### src/rtl/mix_uart_rx_if.sv
// Byte-side bundle of the MIX card-reader UART receiver: received byte and
// its status strobes, driven by the receiver (master) and read by the input unit.
interface mix_uart_rx_if;
  logic [7:0] out;
  logic       stop;
  logic       framing_error;
  logic       busy;

  modport master (
    output out,
    output stop,
    output framing_error,
    output busy
  );

  modport slave (
    input out,
    input stop,
    input framing_error,
    input busy
  );
endinterface

### src/rtl/mix_uart_rx.sv
// 8N1 serial receiver for the MIX card-reader input unit: synchronises rx,
// votes three samples per bit and strobes each good byte or framing error.
module mix_uart_rx #(
  parameter int CLKS_PER_BIT = 104
) (
  input  logic          clk,
  input  logic          reset,
  input  logic          rx,
  mix_uart_rx_if.master bus
);

  localparam int HALF = CLKS_PER_BIT / 2;
  localparam int CW   = $clog2(CLKS_PER_BIT);

  typedef enum logic [2:0] {
    IDLE,
    START,
    DATA,
    STOP,
    BRK
  } state_t;

  state_t        state;
  logic          rx_m;
  logic          rx_s;
  logic          rx_d;
  logic [1:0]    flush;
  logic          armed;
  logic [CW-1:0] cnt;
  logic [2:0]    idx;
  logic [7:0]    sh;
  logic          v0;
  logic          v1;

  logic maj;
  logic decide;
  logic last;

  assign maj    = (v0 & v1) | (v0 & rx_s) | (v1 & rx_s);
  assign decide = (cnt == CW'(HALF + 1));
  assign last   = (cnt == CW'(CLKS_PER_BIT - 1));

  // rx_s comes out of reset as 1, so arming waits for the synchroniser to
  // flush; otherwise a line held low through reset would look like a start.
  always_ff @(posedge clk) begin
    if (reset) begin
      rx_m              <= 1'b1;
      rx_s              <= 1'b1;
      rx_d              <= 1'b1;
      flush             <= 2'b00;
      armed             <= 1'b0;
      state             <= IDLE;
      cnt               <= '0;
      idx               <= 3'd0;
      sh                <= 8'h00;
      v0                <= 1'b1;
      v1                <= 1'b1;
      bus.out           <= 8'h00;
      bus.stop          <= 1'b0;
      bus.framing_error <= 1'b0;
      bus.busy          <= 1'b0;
    end else begin
      rx_m              <= rx;
      rx_s              <= rx_m;
      rx_d              <= rx_s;
      flush             <= {flush[0], 1'b1};
      bus.stop          <= 1'b0;
      bus.framing_error <= 1'b0;

      if (state != IDLE) begin
        cnt <= last ? '0 : cnt + CW'(1);
      end
      if (cnt == CW'(HALF - 1)) begin
        v0 <= rx_s;
      end
      if (cnt == CW'(HALF)) begin
        v1 <= rx_s;
      end

      case (state)
        IDLE: begin
          bus.busy <= 1'b0;
          if (flush[1] && rx_s) begin
            armed <= 1'b1;
          end
          if (armed && rx_d && !rx_s) begin
            state    <= START;
            cnt      <= '0;
            bus.busy <= 1'b1;
          end
        end

        START: begin
          if (decide) begin
            if (maj) begin
              state    <= IDLE;
              bus.busy <= 1'b0;
            end else begin
              state <= DATA;
              idx   <= 3'd0;
            end
          end
        end

        DATA: begin
          if (decide) begin
            sh[idx] <= maj;
            if (idx == 3'd7) begin
              state <= STOP;
            end else begin
              idx <= idx + 3'd1;
            end
          end
        end

        // Returning to IDLE at the decision point leaves half a stop bit of
        // margin for a back-to-back start edge.
        STOP: begin
          if (decide) begin
            if (maj) begin
              bus.out  <= sh;
              bus.stop <= 1'b1;
              bus.busy <= 1'b0;
              state    <= IDLE;
            end else begin
              bus.framing_error <= 1'b1;
              state             <= BRK;
            end
          end
        end

        BRK: begin
          if (rx_s) begin
            state    <= IDLE;
            bus.busy <= 1'b0;
          end
        end

        default: begin
          state    <= IDLE;
          bus.busy <= 1'b0;
        end
      endcase
    end
  end

endmodule
### src/flat_wrapper.sv
// flat-port wrapper written by rule: the top's interface ports become plain ports
module mix_uart_rx_flat 
#(
  parameter int CLKS_PER_BIT = 104
)
  (clk, reset, rx, bus_out, bus_stop, bus_framing_error, bus_busy);
  mix_uart_rx_if bus_i ();
  input  logic clk;
  input  logic reset;
  input  logic rx;
  output wire logic [$bits(bus_i.out)-1:0] bus_out;
  output wire logic [$bits(bus_i.stop)-1:0] bus_stop;
  output wire logic [$bits(bus_i.framing_error)-1:0] bus_framing_error;
  output wire logic [$bits(bus_i.busy)-1:0] bus_busy;
  assign bus_out = bus_i.out;
  assign bus_stop = bus_i.stop;
  assign bus_framing_error = bus_i.framing_error;
  assign bus_busy = bus_i.busy;
  mix_uart_rx #(.CLKS_PER_BIT(CLKS_PER_BIT)) u_core (.clk(clk), .reset(reset), .rx(rx), .bus(bus_i));
endmodule
### config.mk
export PLATFORM = sky130hd
export DESIGN_NAME = mix_uart_rx_flat
export DESIGN_NICKNAME = d
export VERILOG_FILES = /design/src/rtl/mix_uart_rx_if.sv /design/src/rtl/mix_uart_rx.sv /design/src/flat_wrapper.sv
export SDC_FILE = /design/constraint.sdc
export NUM_CORES = 1
export LEC_CHECK = 0
export BUFFER_PORTS_ARGS = -buffer_cell sky130_fd_sc_hd__buf_2
export CAP_MARGIN = 25
export CORE_MARGIN = 2
export CORE_UTILIZATION = 46
export DETAILED_ROUTE_END_ITERATION = 16
export PLACE_DENSITY = 0.75
export SETUP_SLACK_MARGIN = 0.1
export SYNTH_ARGS = -nofsm -noshare
export SYNTH_HDL_FRONTEND = slang
export SYNTH_SLANG_ARGS = --single-unit
### constraint.sdc
create_clock -name clk -period 5.3 [get_ports clk]
set_input_delay 0 -clock clk [delete_from_list [all_inputs] [get_ports clk]]
set_output_delay 0 -clock clk [all_outputs]
set_load 0.01 [all_outputs]
==> summary.md <==
| Metric | Value |
|---|---|
| Synth area leader | `dfxtp_1` |
| Max frequency | `0.505 GHz` |
| Library cells used by synthesis | `44` |
| Syn_area_per_cell | `9.13 sq um` |
| Slew headroom | `0.551` |
| Total power | `596 uW` |
| Post-Syn Area | `1840 sq um` |
| Arrival @ worst endpoint | `2.13 ns` |
| Most used DFF post-synth | `dfxtp_1` |
| Final #Nets | `221` |
| Post-synth EDFFs | `0` |
| Final setup violating endpoints | `0` |
| Hold Startpoint | `reset` |
| Hold_ws | `0.163 ns` |
| Finished Core Util | `0.510` |
| Critical path type | `flip-flop to flip-flop` |
| Crit path required time | `5.46 ns` |
| Reg2reg setup slack | `3.32 ns` |
| Register area share after synthesis | `0.434` |
| Die H | `67.3 microns` |
| Pwr/cell area | `296 nW/um^2` |
| Area grow syn2layout | `9.09%` |
| Fill cell count | `353` |
| RSZ-0062 raised after global routing | `no` |
| Worst Hold Depth | `2` |
| Clock-pin slew on the worst setup and hold paths | `0.08 ns` |
| Total CTS buffers | `5` |
| Post-Synthesis Cells | `202` |
| Lkg Pwr | `0.000881 uW` |
| First-pass GRT wire length | `5840 microns` |
| Vias per cell | `5.48` |
| Reg2Reg Launch Point | `u_core.state[0]` |
| Clock network power share | `0.314` |
| Clk buf depth | `2` |
| Slew Limit Fails | `0` |
| Diode count | `0` |
| Post-route antenna net violation count | `0` |
| Antenna violations before repair | `0` |
| WHS Endpoint | `u_core.cnt[1]` |
| # IOs | `14` |
| Share of cells above drive strength 1 | `0.131` |
| Register share of total power | `0.542` |
| VDD IR max | `0.150 mV` |
| Setup tns final | `0 ns` |
| Core region area | `3940 sq um` |
| Final worst path period share | `0.373` |
| Port Buf Inserts | `13` |
| Area of the die | `4530 sq um` |
| Synth warnings | `0` |
| Row count | `23` |
| Largest net degree at the start of global routing | `28` |
| Reg2reg end | `u_core.bus.out[0]` |
| Fin Clk Skew | `0.00877 ns` |
| Synth top area cells | `dfxtp_1 (43%), mux2i_1 (11%), nor2_1 (4.5%)` |
| Number of global-route vias before repair | `1230` |
| Hold-fix buffers at CTS | `1` |
| CTS tree | `built` |
| Clk_lat worst skew | `0.29 ns` |
| Pre-antenna DRT Iters | `4` |
| # DRC | `0` |
| Hold Path Class | `input port to flip-flop` |
| Synth cell count leaders | `dfxtp_1 (40), nor2_1 (22), mux2i_1 (20), nand2_1 (20), a21oi_1 (9)` |
| Most common cell in the synthesized netlist | `dfxtp_1` |
| Root Buffer | `clkbuf_8` |
| # clock sinks | `40` |
| Worst-Margin Slew | `0.672 ns` |
| Post-CTS setup buffer count | `0` |
| Psw | `166 uW` |
| Avg WL per Cell | `13.6 microns` |
| Hold violation total from the final report | `0` |
| Async S/R FF share, synth | `0` |
| Starting Density | `0.468` |
| GR Overflow Total | `0` |
| FF-to-FF path depth | `4` |
| Total number of vias | `1440` |
| Post-synth top area share | `0.434` |
| Sw frac | `0.279` |
| H-tree depth | `2` |
| Die width | `67.3 microns` |
| Int Power | `430 uW` |
| DPL Wire Length | `2330 microns` |
| CP endpoint kind | `flip-flop` |
| Drt total wl | `3570 microns` |
| #FFs+latches synth | `40` |
| Fin crit period | `1.98 ns` |
| Crit path launch type | `flip-flop` |
| Max Cap Viol | `0` |
| Placer Congestion | `0.806` |
| Net Count, Synth | `210` |
| Initial drt markers | `63` |
| Total Routing Usage GR | `0.170` |
| Outcome | `complete, no violations` |
| Critical Path Fanout Max | `15` |
| Resize count post-CTS | `0` |
| Logic pwr share | `0.144` |
==> cell usage in the layout, fill, tap and decap left out, types with 2 or more instances in the layout <==
cell,n
nor4_1,2
clkbuf_8,5
nor2b_1,4
and3_1,5
mux2i_1,20
nand4b_1,2
o21a_1,2
nand3_1,8
or2_2,4
inv_1,3
and4b_1,2
nor2_1,22
a22oi_1,2
ha_1,5
a21oi_1,9
dfxtp_1,40
nand3b_1,4
nand4_1,4
o21ai_1,6
and3b_1,2
buf_2,13
o21ai_0,2
nor3_1,4
nor3_2,2
nand2_1,20
==> registers in the layout, summed over array words and instances, names as in the netlist <==
name and count:
u_core.v0 1, u_core.bus.stop 1, u_core.rx_d 1, u_core.armed 1, u_core.cnt 7, u_core.rx_m 1
u_core.bus.framing_error 1, u_core.sh 8, u_core.bus.busy 1, u_core.flush 2, u_core.idx 3, u_core.bus.out 8
u_core.state 3, u_core.v1 1, u_core.rx_s 1
==> critical path, stage by stage (launching register included) <==
cell and delay (ns):
dfxtp_1 0.67, nor2b_1 0.22, nand4_1 0.56, mux2i_1 0.33, nor2_1 0.06
==> power groups by stage <==
| stage | combinational [uW] | clock [uW] | sequential, uW |
|---|---|---|---|
| finish | 85.5 | 187 | 323 |
| global route | 94.0 | 204 | 325 |
| CTS | 84.7 | 192 | 323 |
| detailed placement | 84.0 | 0 | 330 |
| global placement | 83.6 | 0 | 329 |
| floorplan | 77.2 | 0 | 321 |
==> area by class of cell <==
class                      count  area [sq um]  area share
multi-input combinational    148           981       0.488
sequential                    40           801       0.398
timing repair buffer          14          75.1      0.0373
clock buffer                   6          72.6      0.0361
tap                           50          62.6      0.0311
inverter                       4          15.0     0.00746
clock inverter                 1          5.00     0.00249
==> stage by stage <==
stage          area, sq um  cells  worst slack, ns
2_1_floorplan         1840    202             3.53
3_3_place_gp          1920    255             3.39
3_5_place_dp          1920    255             3.35
4_1_cts               2010    263             3.32
5_1_grt               2010    263             3.16
6_report              2010    263             3.32
==> layer usage <==
metal  GRT usage  share of wire  vias to the layer above
met5           0              0                        -
met4      0.0536          0.012                        0
met3      0.0500          0.046                        5
met2       0.251           0.45                       28
met1       0.239           0.49                      673
li1            -              -                      734
==> cells by family (layout without fill, tap and decap cells) <==
logic type,count (synthesis),count (layout),synth area share
mux,20,20,0.109
flops,40,40,0.434
compound gates,29,29,0.107
xor+xnor,1,1,0.00475
simple gates,92,92,0.272
fa+ha+maj,6,6,0.0400
buf+inv,14,25,0.0339
==> worst max path at each step <==
stage | from | end | slack (ns) | cells after the start
CTS | u_core.state[0] | u_core.bus.out[6] | 3.32 | 4
floorplan | u_core.idx[1] | u_core.idx[0] | 3.53 | 6
detailed placement | u_core.state[0] | u_core.bus.out[6] | 3.35 | 4
finish | u_core.state[0] | u_core.bus.out[0] | 3.32 | 4
global route | u_core.state[0] | u_core.bus.out[5] | 3.16 | 4
global placement | u_core.state[0] | u_core.bus.out[5] | 3.39 | 4
Power figures use the tool's default switching activity.
